File: src/rtl/event_demux_pkg.sv
// Shared constants and types for the event demultiplexer and its per-sink slots.
package event_demux_pkg;

    localparam int SELW = 3;

    typedef logic [7:0]  drop_cnt_t;
    typedef logic [15:0] xfer_cnt_t;

    localparam drop_cnt_t DROP_MAX = 8'hFF;

    typedef enum logic {
        SLOT_EMPTY = 1'b0,
        SLOT_FULL  = 1'b1
    } slot_state_t;

endpackage

File: src/rtl/demux_slot.sv
// One-entry holding slot for a single sink; a load on the draining edge
// replaces the entry without a bubble.
//
// state      | meaning
// SLOT_EMPTY | no event held, valid low
// SLOT_FULL  | event held in data_q, valid high until ready
module demux_slot #(
    parameter int WIDTH = 8
) (
    input  logic             clk,
    input  logic             reset,
    input  logic             load,
    input  logic [WIDTH-1:0] data_in,
    input  logic             ready,
    output logic             valid,
    output logic [WIDTH-1:0] data_out
);
    import event_demux_pkg::*;

    slot_state_t      state_q, state_d;
    logic [WIDTH-1:0] data_q, data_d;

    always_ff @(posedge clk or posedge reset) begin
        if (reset) begin
            state_q <= SLOT_EMPTY;
            data_q  <= '0;
        end else begin
            state_q <= state_d;
            data_q  <= data_d;
        end
    end

    always_comb begin
        state_d = state_q;
        data_d  = data_q;
        if (load) begin
            state_d = SLOT_FULL;
            data_d  = data_in;
        end else if (state_q == SLOT_FULL && ready) begin
            state_d = SLOT_EMPTY;
        end
    end

    assign valid    = (state_q == SLOT_FULL);
    assign data_out = data_q;

endmodule

File: src/rtl/event_demux.sv
// Routes source events to one of N_OUT one-entry sink slots by in_sel;
// illegal selects are swallowed and counted.
module event_demux #(
    parameter int WIDTH = 8,
    parameter int N_OUT = 4,
    parameter int SELW  = event_demux_pkg::SELW
) (
    input  logic                   clk,
    input  logic                   reset,
    input  logic                   in_valid,
    output logic                   in_ready,
    input  logic [WIDTH-1:0]       in_data,
    input  logic [SELW-1:0]        in_sel,
    output logic [N_OUT-1:0]       out_valid,
    input  logic [N_OUT-1:0]       out_ready,
    output logic [N_OUT*WIDTH-1:0] out_data,
    output logic [7:0]             drop_cnt,
    output logic [15:0]            xfer_cnt
);
    import event_demux_pkg::*;

    logic [N_OUT-1:0] slot_valid;
    logic [N_OUT-1:0] slot_load;
    logic             sel_legal;
    logic             sel_ready;
    logic             accept;
    drop_cnt_t        drop_q, drop_d;
    xfer_cnt_t        xfer_q, xfer_d;

    always_ff @(posedge clk or posedge reset) begin
        if (reset) begin
            drop_q <= '0;
            xfer_q <= '0;
        end else begin
            drop_q <= drop_d;
            xfer_q <= xfer_d;
        end
    end

    // Extra select bit so N_OUT = 8 still compares correctly.
    always_comb begin
        sel_legal = ({1'b0, in_sel} < (SELW+1)'(N_OUT));
        sel_ready = 1'b0;
        for (int i = 0; i < N_OUT; i++) begin
            if (in_sel == SELW'(i)) sel_ready = !slot_valid[i] || out_ready[i];
        end
        in_ready  = !reset && (sel_legal ? sel_ready : 1'b1);
        accept    = in_valid && in_ready;
        slot_load = '0;
        for (int i = 0; i < N_OUT; i++) begin
            slot_load[i] = accept && sel_legal && (in_sel == SELW'(i));
        end
        drop_d = drop_q;
        if (accept && !sel_legal && drop_q != DROP_MAX) drop_d = drop_q + 8'd1;
        xfer_d = xfer_q;
        if (accept && sel_legal) xfer_d = xfer_q + 16'd1;
    end

    for (genvar g = 0; g < N_OUT; g++) begin : g_slot
        demux_slot #(.WIDTH(WIDTH)) u_slot (
            .clk      (clk),
            .reset    (reset),
            .load     (slot_load[g]),
            .data_in  (in_data),
            .ready    (out_ready[g]),
            .valid    (slot_valid[g]),
            .data_out (out_data[g*WIDTH +: WIDTH])
        );
    end

    assign out_valid = slot_valid;
    assign drop_cnt  = drop_q;
    assign xfer_cnt  = xfer_q;

endmodule

File: config.mk
export PLATFORM = sky130hd
export DESIGN_NAME = event_demux
export DESIGN_NICKNAME = d
export VERILOG_FILES = /design/src/rtl/event_demux_pkg.sv /design/src/rtl/demux_slot.sv /design/src/rtl/event_demux.sv
export SDC_FILE = /design/constraint.sdc
export NUM_CORES = 1
export LEC_CHECK = 0
export ABC_AREA = 1
export BUFFER_PORTS_ARGS = -buffer_cell sky130_fd_sc_hd__buf_2
export CORE_UTILIZATION = 40
export DETAILED_ROUTE_END_ITERATION = 8
export GPL_TIMING_DRIVEN = 0
export PLACE_DENSITY = 0.66
export SYNTH_ARGS = -nofsm -noshare
export SYNTH_HDL_FRONTEND = slang
export SYNTH_HIERARCHICAL = 1
export SYNTH_SLANG_ARGS = --single-unit
File: constraint.sdc
create_clock -name clk -period 1.5 [get_ports clk]
set_clock_uncertainty 0.05 [all_clocks]
set_input_delay 0.375 -clock clk [delete_from_list [all_inputs] [get_ports clk]]
set_output_delay 0.375 -clock clk [all_outputs]
set_load 0.02 [all_outputs]
# Yosys cells after proc, flatten, opt, wreduce, memory -nomap -nowiden
# Index checks and enable logic that the tools add are counted.
[word_totals]
ff_bits = 60
inputBits = 18
output_inout_bits = 61
word_cells = 58
[op_classes]
add_sub_neg = 2
n_lt_le_gt_ge = 1
n_eq_ne = 4
n_mux = 13
reduce_logical = 28
[ops]
columns = ["op", "count"]
rows = [
  ["$add A16 B1 Y16 const B", 1],
  ["$logic_and A1 B1 Y1", 13],
  ["$mux W1", 13],
  ["$add A8 B1 Y8 const B", 1],
  ["$ne A8 B8 Y1 const B", 1],
  ["$reduce_bool A2 Y1", 4],
  ["$eq A3 B2 Y1 const B", 2],
  ["$logic_not A1 Y1", 6],
  ["$logic_or A1 B1 Y1", 4],
  ["$eq A3 B1 Y1 const B", 1],
  ["$logic_not A3 Y1", 1],
  ["$lt A3 B3 Y1 const B", 1],
]

# Logic depth before layout (Yosys ltp)
# Gate-level depths: netlist of run 1.
[depth]
ltp_word = 12
mapped_depth = 11
mapped_depth_nobuf = 9

# By module
# The synthesis of run 1 kept the hierarchy.
[by_module_without_submodules]
columns = ["mod", "instances", "cells_per_inst", "area_per_inst_um2", "seq_area_each_um2"]
rows = [
  ["event_demux", 1, 198, 1476.4, 600.6],
  ["demux_slot", 4, 39, 345.3, 225.2],
]

# Least setup slack after synthesis of run 1
# OpenSTA, ideal clock, no wires.
[synth_path]
path_type = "in2reg"
start = "input reset"
end = "register g_slot[0].u_slot.data_q[0]"
setup_ns = 0.117
arrival_ns = 1.811
t_required_ns = 1.333
path_slack_ns = -0.478
stages = 8
path_buffers = 2
path_cell_list = "inv_1 > nand4_1 > buf_2 > nor3_1 > buf_6 > inv_2 > nand2_1 > nand2_1"
[synth_via]
elab_chain_cells = 5
[synth_lines]
columns = ["item", "line", "rtl"]
rows = [
  ["start: declaration", "event_demux.sv:9", "input logic reset,"],
  ["$logic_not A1 Y1 (no source line)", "n/a", ""],
  ["$logic_and A1 B1 Y1", "event_demux.sv:47", "in_ready = !reset && (sel_legal ? sel_ready : 1'b1);"],
  ["$logic_and A1 B1 Y1", "event_demux.sv:48", "accept = in_valid && in_ready;"],
  ["$logic_and A1 B1 Y1 (2 in series)", "event_demux.sv:51", "slot_load[i] = accept && sel_legal && (in_sel == SELW'(i));"],
  ["via slot_load[0]", "event_demux.sv:23", "logic [N_OUT-1:0] slot_load;"],
  ["end signal: assignment", "demux_slot.sv:29", "data_q <= data_d;"],
  ["end: declaration", "demux_slot.sv:21", "logic [WIDTH-1:0] data_q, data_d;"],
]
# The timed path passes the listed nets, and every way through them passes these cells.
# A chain may end at the register's enable or synchronous reset.

# Worst setup path after layout of run 1
[layout_path]
start = "register g_slot[0].u_slot.state_q"
end = "output in_ready"
[layout_via]
elab_chain_cells = 8
[layout_lines]
columns = ["item", "line", "rtl"]
rows = [
  ["start: declaration", "demux_slot.sv:20", "slot_state_t state_q, state_d;"],
  ["start signal: assignment", "demux_slot.sv:28", "state_q <= state_d;"],
  ["$logic_not A1 Y1", "event_demux.sv:45", "if (in_sel == SELW'(i)) sel_ready = !slot_valid[i] || out_ready[i];"],
  ["$logic_or A1 B1 Y1", "event_demux.sv:45", ""],
  ["$mux W1 (4 in series)", "event_demux.sv:45", ""],
  ["$mux W1", "event_demux.sv:47", ""],
  ["$logic_and A1 B1 Y1", "event_demux.sv:47", ""],
  ["end: declaration", "event_demux.sv:11", "output logic in_ready,"],
]
# Every way passes these cells.

==> impl_results.md, run 1 <==
* Placer Congestion at about 0.83
* Post-route ant nets at 0
* FF+latch count, synth at 60
* Clock network fraction of total power at 31.8%
* Layout area overhead at 34.6%
* Synth unique cells at 19
* Drt via density at 4.58
* Pwr Total at 5.09 mW
* Worst EP arrival at 1220 ps
* Worst-Skew Late Latency at 330 ps
* Gr ovfl total at 0
* Core Region at 6830 um2
* CTS sink count at 60
* Synth warnings at 6
* Dpl ws at -610 ps
* Clk pin slew, worst setup/hold paths at 70 ps
* Synth Area per Inst at 8.07 um2
* Minimum clock period at 1650 ps
* Antenna diodes at 0
* Die Area at 7490 um2
* Max clock buf depth at 2
* Final WL at 7.07 mm
* Fmax achieved at 0.608 GHz
* Post-detail-place hpwl at slightly below 5 mm
* Root Driver: clkbuf_8
* Slew margin rel. at 58.6%
* Crit path from: g_slot[0].u_slot/valid
* CP startpoint kind: flip-flop
* RSZ-0062 raised after global routing: yes
* CTS HTree Levels at 3
* Synth Instances at 354
* Max-Cap Viols at 0
* Reg2reg start: g_slot[0].u_slot/valid
* Die height at 86.5 um
* Ordered cell list for the critical path: nand3b_2, nand3_2, nand3_2, nand2_1, inv_1, buf_6
* Antenna violations before repair at 0
* Pin count of the biggest net entering global routing at 15
* Num CTS Buffers at 9
* Share of cells above drive strength 1 at 31.8%
* Crit path kind: reg -> out
* PortBufs at approximately 80
* Met3 Wirelength at 469 um
* Die width at 86.5 um
* Vias in the first global route at 2445
* Setup WS post-layout at -145 ps
* # rows at 30
* WL met2 at 3.42 mm
* Final nets at between 400 and 500
* Top Layer Used: met4
* DR pass1 iterations at 6
* Final count of hold timing violations at 0
* Max stage delay cell, worst path: dfrtp_1
* Worst vdd ir at 781 uV
* GRT Resource Usage Total at 20.0%
* Seq/Total Area, Yosys at 52.5%
* Wirelength per Cell at 12.6 um
* First-pass GRT wire length at 11.4 mm
* Worst Setup End Kind: output port
* Initial core utilization at between 40% and 50%
* Slew Viols, Final at 0
* Failing checks: setup timing
* Sw frac at 33.9%
* Via count at 2571
* Final worst-path cycle share at 110%
* Drt drc at 0
* Initial DRC count at 67
* Worst path max stage delay at 390 ps
* Most used cell, CP: nand3_2
* Seq pwr share at 42.1%
* IO Pins at 79
* Synth Net Count at between 300 and 400
* Worst min-delay path class: in -> async
* Worst-path fanout max at 3
* Setup violations, final at 35
* Internal at 3.37 mW
* CTS tree: done
* Status: finished with violations
* CTS Hold Bufs at 0
* Worst-Margin Slew at approximately 620 ps
* Pwr dens at 1320 nW/um2
* Fin Setup TNS at -2600 ps
* Gate power share at 26.1%
* WP data required at about 1100 ps
* Worst hold margin at 20.8 ps
* P_leak at 2.19 nW
* Met1 WL at 3.08 mm
* Synthesized cell area at about 2900 um2
* Reported net switching power at 1.73 mW
[cells in the final DEF (no fill, tap or decap), types with 2 or more instances in the layout]
cell,instances
buf_2,79
xnor2_1,7
nor3_2,3
buf_4,14
xor2_1,13
nand4_1,2
inv_2,2
clkinvlp_4,2
nor2_1,10
nor3_1,5
clkbuf_1,2
o21ai_0,3
nand3_2,7
bufinv_16,2
inv_1,31
nand2_1,177
nor2_4,4
inv_6,4
nor3_4,2
clkbuf_8,10
dfrtp_1,57
nand3_1,9
dfrtp_2,3
buf_6,8
[Yosys cell counts]
library cell  count  share of area (%)
nand2_1         178                 23
dfrtp_1          60                 53
inv_1            33                4.3
nor2_1           14                1.8
xor2_1           13                4.0
nand3_1          12                2.1
nor3_1           10                1.8
xnor2_1           7                2.1
buf_6             5                2.0
inv_2             5               0.66
nand3_2           4                1.4
o21ai_0           3               0.53
buf_2             2               0.35
ha_1              2               0.88
nand4_1           2               0.44
nand3b_1          1               0.26
nand3b_2          1               0.39
nor2_4            1               0.39
o21bai_4          1               0.66
[timing repair]
action,4_1_cts,5_1_grt
pin swaps,6,5
setup endpoints to repair,52,51
resized for setup,6,18
gates cloned,1,1
setup buffers,11,4
[worst max-delay path, delay by kind of cell, from the launching register on]
kind / cells / cell delay, ps
buf+inv: 2 / 170
simple gates: 4 / 340
flops: 1 / 390
[final timing paths]
kind | end | slack, ps | cells past startpoint
setup / recovery | in_ready | -150 | 6
hold / removal | g_slot[1].u_slot/data_out[6] | 20 | 2
setup reg to reg | g_slot[0].u_slot/data_out[6] | -110 | 10
hold reg to reg | g_slot[1].u_slot/data_out[4] | 420 | 2
max in group asynchronous | xfer_cnt[0] | 940 | 2
min in group clk | g_slot[0].u_slot/valid | 240 | 4
[cells by family after synthesis]
group	synth area share, %
compound gates	1.18
xor+xnor	6.13
fa+ha+maj	0.876
buf+inv	7.31
flops	52.5
simple gates	32.0
[metal layers]
metal	up-vias	global-route usage, %
met1	1200	24.3
met2	74	33.6
met3	10	6.95
li1	1287	-
met5	-	0
met4	0	5.91
[flip-flops by register name, summed over array words and instances (netlist names)]
signal	count
drop_cnt	8
g_slot.u_slot/data_out	32
xfer_cnt	16
g_slot.u_slot/valid	4
[metrics by stage]
| stage | util [%] | cell area, um2 | cells |
|---|---|---|---|
| 6_report | 56.3 | 3850 | 561 |
| 5_1_grt | 56.3 | 3850 | 561 |
| 4_1_cts | 54.9 | 3750 | 556 |
| 3_5_place_dp | 50.0 | 3420 | 528 |
| 3_3_place_gp | 50.0 | 3420 | 528 |
| 2_1_floorplan | - | 2910 | 354 |
[power by group through the flow]
stage	registers [mW]	logic [mW]	clock network (mW)
global route	2.19	1.48	1.72
CTS	2.12	1.29	1.64
floorplan	2.50	0.401	0
detailed placement	2.15	1.21	0
finish	2.15	1.33	1.62
global placement	2.15	1.19	0
[layout make-up]
| class | instances | area, um2 |
|---|---|---|
| multi-input combinational | 249 | 1240 |
| timing repair inverter | 1 | 5.00 |
| timing repair buffer | 94 | 518 |
| clock inverter | 4 | 72.6 |
| tap | 96 | 120 |
| inverter | 38 | 166 |
| fill | 666 | 2980 |
| buffer | 7 | 72.6 |
| sequential | 60 | 1510 |
| clock buffer | 12 | 145 |
No activity file was read; power rests on OpenSTA's default activity.
==> inputs of run 2 (changes only) <==
- CTS_CLUSTER_DIAMETER: unset -> 30
- PLACE_DENSITY: 0.66 -> 0.65
- SYNTH_HIERARCHICAL: 1 -> unset
==> impl_results.md, run 2 <==
* Worst-path fanout max at 3
* Wirelength per Cell at 14.6 um
* Yosys top cell by area: dfrtp_1
* Max reg flops at 32
* Max clock buf depth at 2
* Worst min-delay path class: in -> async
* Final Instance Count excl. Fillers at 601
* Final nets at a little over 500
* First-pass GRT wire length at 14.1 mm
* IO Pins at 79
* Fillcell total at 665
* Synth warnings at 0
* R2r setup slk at -60 ps
* Worst path max stage delay at 390 ps
* Synthesized cell area at 3120 um2
* Share of cells above drive strength 1 at 35.7%
* Top cell type's share of synthesized area at 48.2%
* Clk pin slew, worst setup/hold paths at 70 ps
* Ranking of synthesized cells by area: dfrtp_1 (48%), nand2_1 (19%), nand4_1 (11%)
* Commonest non-fill, non-tap cell in the layout: nand2_1
* GRT Resource Usage Total at 21.6%
* Root Driver: clkbuf_8
* Seq/Total Area, Yosys at 48.2%
* FF+latch area at 1510 um2
* Failing checks: setup timing
* Minimum clock period at 1810 ps
* P_leak at 2.21 nW
* Reg2Reg Depth at 7
* Antenna diodes at 0
* Antenna violations before repair at 0
* Synth unique cells at 26
* CTS Hold Bufs at 0
* Post-synth EDFFs at 0
* CTS sink count at 60
* Setup WS post-layout at -312 ps
* Vias in the first global route at between 2000 and 3000
* Core Region at approximately 7400 um2
* Worst vdd ir at 571 uV
* Drt drc at 0
* Pwr dens at 1190 nW/um2
* Post-route ant nets at 0
* Worst-Skew Late Latency at 330 ps
* CP startpoint kind: flip-flop
* Worst r2r dst: drop_cnt[4]
* Synth Area per Inst at 8.04 um2
* Post-detail-place hpwl at 5.67 mm
* Setup violations, final at 36
* Ordered cell list for the critical path: nand2_2, nand3_1, nand3_2, nor2_4, nor2_4, buf_6, buf_6
* # rows at 31
* WP data required at 1070 ps
* Most frequent cells in the layout: nand2_1 (148), buf_2 (72), dfrtp_1 (54)
* Layout area overhead at 37.4%
* Most frequent cell after synthesis: nand2_1
* FF+latch count, synth at 60
* Slew margin rel. at 60.8%
* Async SR Flop Fraction at 100%
* Multi-input gate area at around 1700 um2
* Via count at 3092
* Synth Net Count at 408
* Worst hold margin at 83.1 ps
* PortBufs at 75
* RSZ-0062 raised after global routing: yes
* Max-Cap Viols at 0
* Max stage delay cell, worst path: dfrtp_1
* Num CTS Buffers at 9
* Die Area at 8150 um2
* Die height at about 90 um
* DR pass1 iterations at 4
* Reg2reg start: drop_cnt[0]
* Gr ovfl total at 0
* Die width at about 90 um
* Final worst-path cycle share at 121%
* Slew Viols, Final at 0
* Worst-Margin Slew at 587 ps
* Worst EP arrival at 1390 ps
* Crit path kind: reg -> out
* Drt via density at 5.14
* Synth Instances at approximately 390
* Fmax achieved at 0.552 GHz
* Dpl cells at 562
* Initial core utilization at between 40% and 50%
* Pin count of the biggest net entering global routing at 67
* Placer Congestion at 0.840
* Fin Setup TNS at -1210 ps
* Synth top cells by count: nand2_1 (161), dfrtp_1 (60), nand4_1 (53), inv_1 (21), nor2_1 (19)
* Final count of hold timing violations at 0
* CTS HTree Levels at 3
* Main synth FF type: dfrtp_1
* Final WL at between 8 and 9 mm
* CTS tree: done
* Status: finished with violations
* Worst Setup End Kind: output port
* Initial DRC count at 257
run 2: cell count changes in the layout (fill, tap and decap cells not counted), moves of 8 or more:
cell     change
nand4_1     +51
nand2_1     -29
inv_1       -12
nand2_2     +12
nand4_4      +8
run 2: final cells by class:
cell class,instances,area share (%)
Clock inverter,6,0.760
Inverter,24,2.40
Tap cell,99,2.89
Buffer,19,3.56
Multi-Input combinational cell,289,38.7
Sequential cell,60,35.2
Clock buffer,9,2.89
Timing Repair Buffer,95,13.6
run 2: how the worst max path moves through the flow:
stage / cells past startpoint / to / slack [ps] / startpoint
3_5_place_dp: 9 / in_ready / -350 / in_sel[0]
4_1_cts: 7 / in_ready / -330 / g_slot[3].u_slot.valid
5_1_grt: 7 / in_ready / -380 / g_slot[3].u_slot.valid
3_3_place_gp: 6 / g_slot[1].u_slot.data_out[6] / -330 / in_sel[0]
6_report: 7 / in_ready / -310 / g_slot[2].u_slot.valid
2_1_floorplan: 7 / in_ready / -5 / in_sel[2]
run 2: logic make-up after synthesis:
| logic type | synth area share [%] |
|---|---|
| adder cells (fa/ha/maj) | 0.802 |
| flip-flops | 48.2 |
| AO/OA/AOI/OAI | 1.16 |
| AND/OR/NAND/NOR | 39.6 |
| XOR/XNOR | 3.37 |
| buffers and inverters | 6.86 |
run 2: what timing repair did:
action	CTS	global route
buffers inserted	9	10
gates cloned	3	5
resized for setup	22	41
setup endpoints to repair	29	59
pin swaps	7	9
run 2: through the flow:
stage	worst slack, ps	total power [mW]	util [%]	cell area, um2
CTS	-328	4.98	54.1	4010
global placement	-330	3.62	49.5	3670
floorplan	-4.75	3.14	-	3170
global route	-375	5.39	57.8	4280
detailed placement	-347	3.65	49.5	3670
finish	-312	5.09	57.8	4280
run 2: routing by layer:
metal	up-vias	share of wire (%)	track usage [%]
met1	1443	48	31.2
met4	0	2.0	8.06
met5	-	0	0
met3	18	5.9	3.70
met2	102	44	32.6
li1	1529	-	-
run 2: worst max-delay path: cells and delay by family, from the launching register on:
kind / cells / cell delay [ps]
simple gates: 5 / 430
buf+inv: 2 / 220
flops: 1 / 390
run 2: power by group:
group          switching, mW  internal, mW
Sequential             0.272          1.93
Combinational           1.03         0.633
Clock                  0.652         0.574
Total                   1.95          3.14
==> inputs of run 3 (changes only) <==
- CORE_MARGIN: unset -> 10
- CORE_UTILIZATION: 40 -> 48
- PLACE_DENSITY: 0.65 -> 0.76
==> impl_results.md, run 3 (same netlist as run 2, synthesis figures left out) <==
* Initial DRC count at ~200
* Max clock buf depth at 2
* GRT Resource Usage Total at 17.3%
* Antenna violations before repair at 0
* Gr ovfl total at 0
* CTS HTree Levels at 3
* Via count at around 3100
* Dpl cells at 540
* Most frequent cells in the layout: nand2_1 (137), buf_2 (73), nand4_1 (53), dfrtp_1 (53), nand2_2 (24)
* P_leak at 2.21 nW
* Worst-path fanout max at 3
* Setup WS post-layout at -386 ps
* Final count of hold timing violations at 0
* DR pass1 iterations at 5
* Dpl ws at -338 ps
* Worst-Skew Late Latency at 350 ps
* Fmax achieved at 0.530 GHz
* Final worst-path cycle share at 126%
* WP data required at 1070 ps
* Worst-Margin Slew at 881 ps
* Core Region at roughly 6300 um2
* Vias in the first global route at 2947
* CTS sink count at 60
* RSZ-0062 raised after global routing: yes
* First-pass GRT wire length at 14.4 mm
* Reg2Reg Depth at 11
* Drt drc at 0
* Worst vdd ir at 962 uV
* Post-detail-place hpwl at 6.10 mm
* Crit path kind: reg -> out
* R2r setup slk at -260 ps
* Die Area at 10100 um2
* Antenna diodes at 0
* # rows at 29
* Worst EP arrival at 1460 ps
* Worst min-delay path class: in -> async
* IO Pins at 79
* Final nets at 516
* Final WL at 9.51 mm
* Pin count of the biggest net entering global routing at between 60 and 70
* Max reg flops at 32
* Pwr Total at 5.42 mW
* Num CTS Buffers at 9
* Share of cells above drive strength 1 at 37.5%
* Commonest non-fill, non-tap cell in the layout: nand2_1
* Failing checks: setup timing
* Placer Congestion at approximately 0.9
* CTS tree: done
* Initial core utilization at 49.4%
* Final Instance Count excl. Fillers at 578
* Max-Cap Viols at 0
* Status: finished with violations
* Worst r2r dst: g_slot[2].u_slot.data_out[0]
* Drt via density at 5.43
* Die height at 101 um
* Slew Viols, Final at 0
* Wirelength per Cell at 16.4 um
* Die width at 101 um
* Pwr dens at approximately 1300 nW/um2
* Slew margin rel. at 41.1%
* Post-route ant nets at 0
* Post-DP Area at approximately 3600 um2
* Root Driver: clkbuf_8
* Reg2reg start: g_slot[3].u_slot.valid
* Post-route design area at 4300 um2
* Clk pin slew, worst setup/hold paths at 80 ps
* Minimum clock period at 1890 ps
* Layout area overhead at 38.0%
* PortBufs at 75
* CTS Hold Bufs at 0
* CP startpoint kind: flip-flop
* Setup violations, final at 56
* Worst Setup End Kind: output port
## run 3: changes by cell type in the layout (fill, tap and decap cells not counted), sizes merged
cell	change
clkbuf	+1
clkinvlp	+1
nand2	-1
clkinv	-2
buf	-1
bufinv	+1
inv	+1
clkdlybuf4s15	-1
## run 3: layout make-up
| type | count | area (um2) |
|---|---|---|
| plain buffers | 19 | 139 |
| clock buffers | 9 | 124 |
| clock inverters | 7 | 76.3 |
| fillers | 512 | 2010 |
| inverters | 24 | 103 |
| multi-input cells | 288 | 1660 |
| flip-flops and latches | 60 | 1510 |
| well taps | 77 | 96.3 |
| repair buffers | 94 | 598 |
## run 3: how the worst max path moves through the flow
| stage | start | to | depth (start not counted) |
|---|---|---|---|
| 5_1_grt | g_slot[2].u_slot.valid | in_ready | 7 |
| 4_1_cts | g_slot[3].u_slot.valid | in_ready | 7 |
| 6_report | g_slot[2].u_slot.valid | in_ready | 7 |
| 3_3_place_gp | in_sel[0] | in_ready | 9 |
| 3_5_place_dp | reset | drop_cnt[6] | 8 |
| 2_1_floorplan | in_sel[2] | in_ready | 7 |
## run 3: power breakdown
group | switching, mW | internal (mW) | leakage [nW] | total [mW]
sequential | 0.267 | 1.93 | 0.778 | 2.20
combinational | 1.08 | 0.650 | 1.33 | 1.73
clock | 0.719 | 0.774 | 0.0958 | 1.49
total | 2.06 | 3.36 | 2.21 | 5.42
## run 3: timing repair
item | in CTS | in global routing
gates resized for setup | 27 | 50
buffers inserted | 11 | 5
gates cloned | 3 | 4
setup endpoints to repair | 8 | 66
pin swaps | 10 | 12
## run 3: worst max-delay path: stages, from the launching register on
cell and delay, ps:
dfrtp_1 380, nand2_2 80, nand3_2 70, nand3_2 120, nor2_4 180, nor2_4 50
buf_6 120, buf_6 120
## run 3: per-stage QoR
stage                     utilization, %  hold slack [ps]  setup TNS, ps
after floorplan                        -              195          -4.75
after global placement              57.6              409         -10750
after detailed placement            57.6              411         -12230
after CTS                           64.0             71.8          -1290
after global routing                68.2              126         -12370
final                               68.2             67.6          -8670
## run 3: metal layers
metal	share of wire, %	track usage [%]	vias to the layer above	wire, um
met5	0	0	-	0
met4	2.7	7.50	0	259
met3	7.9	5.08	23	752
met2	48	26.0	129	4550
met1	42	22.6	1468	3950
li1	-	-	1521	-
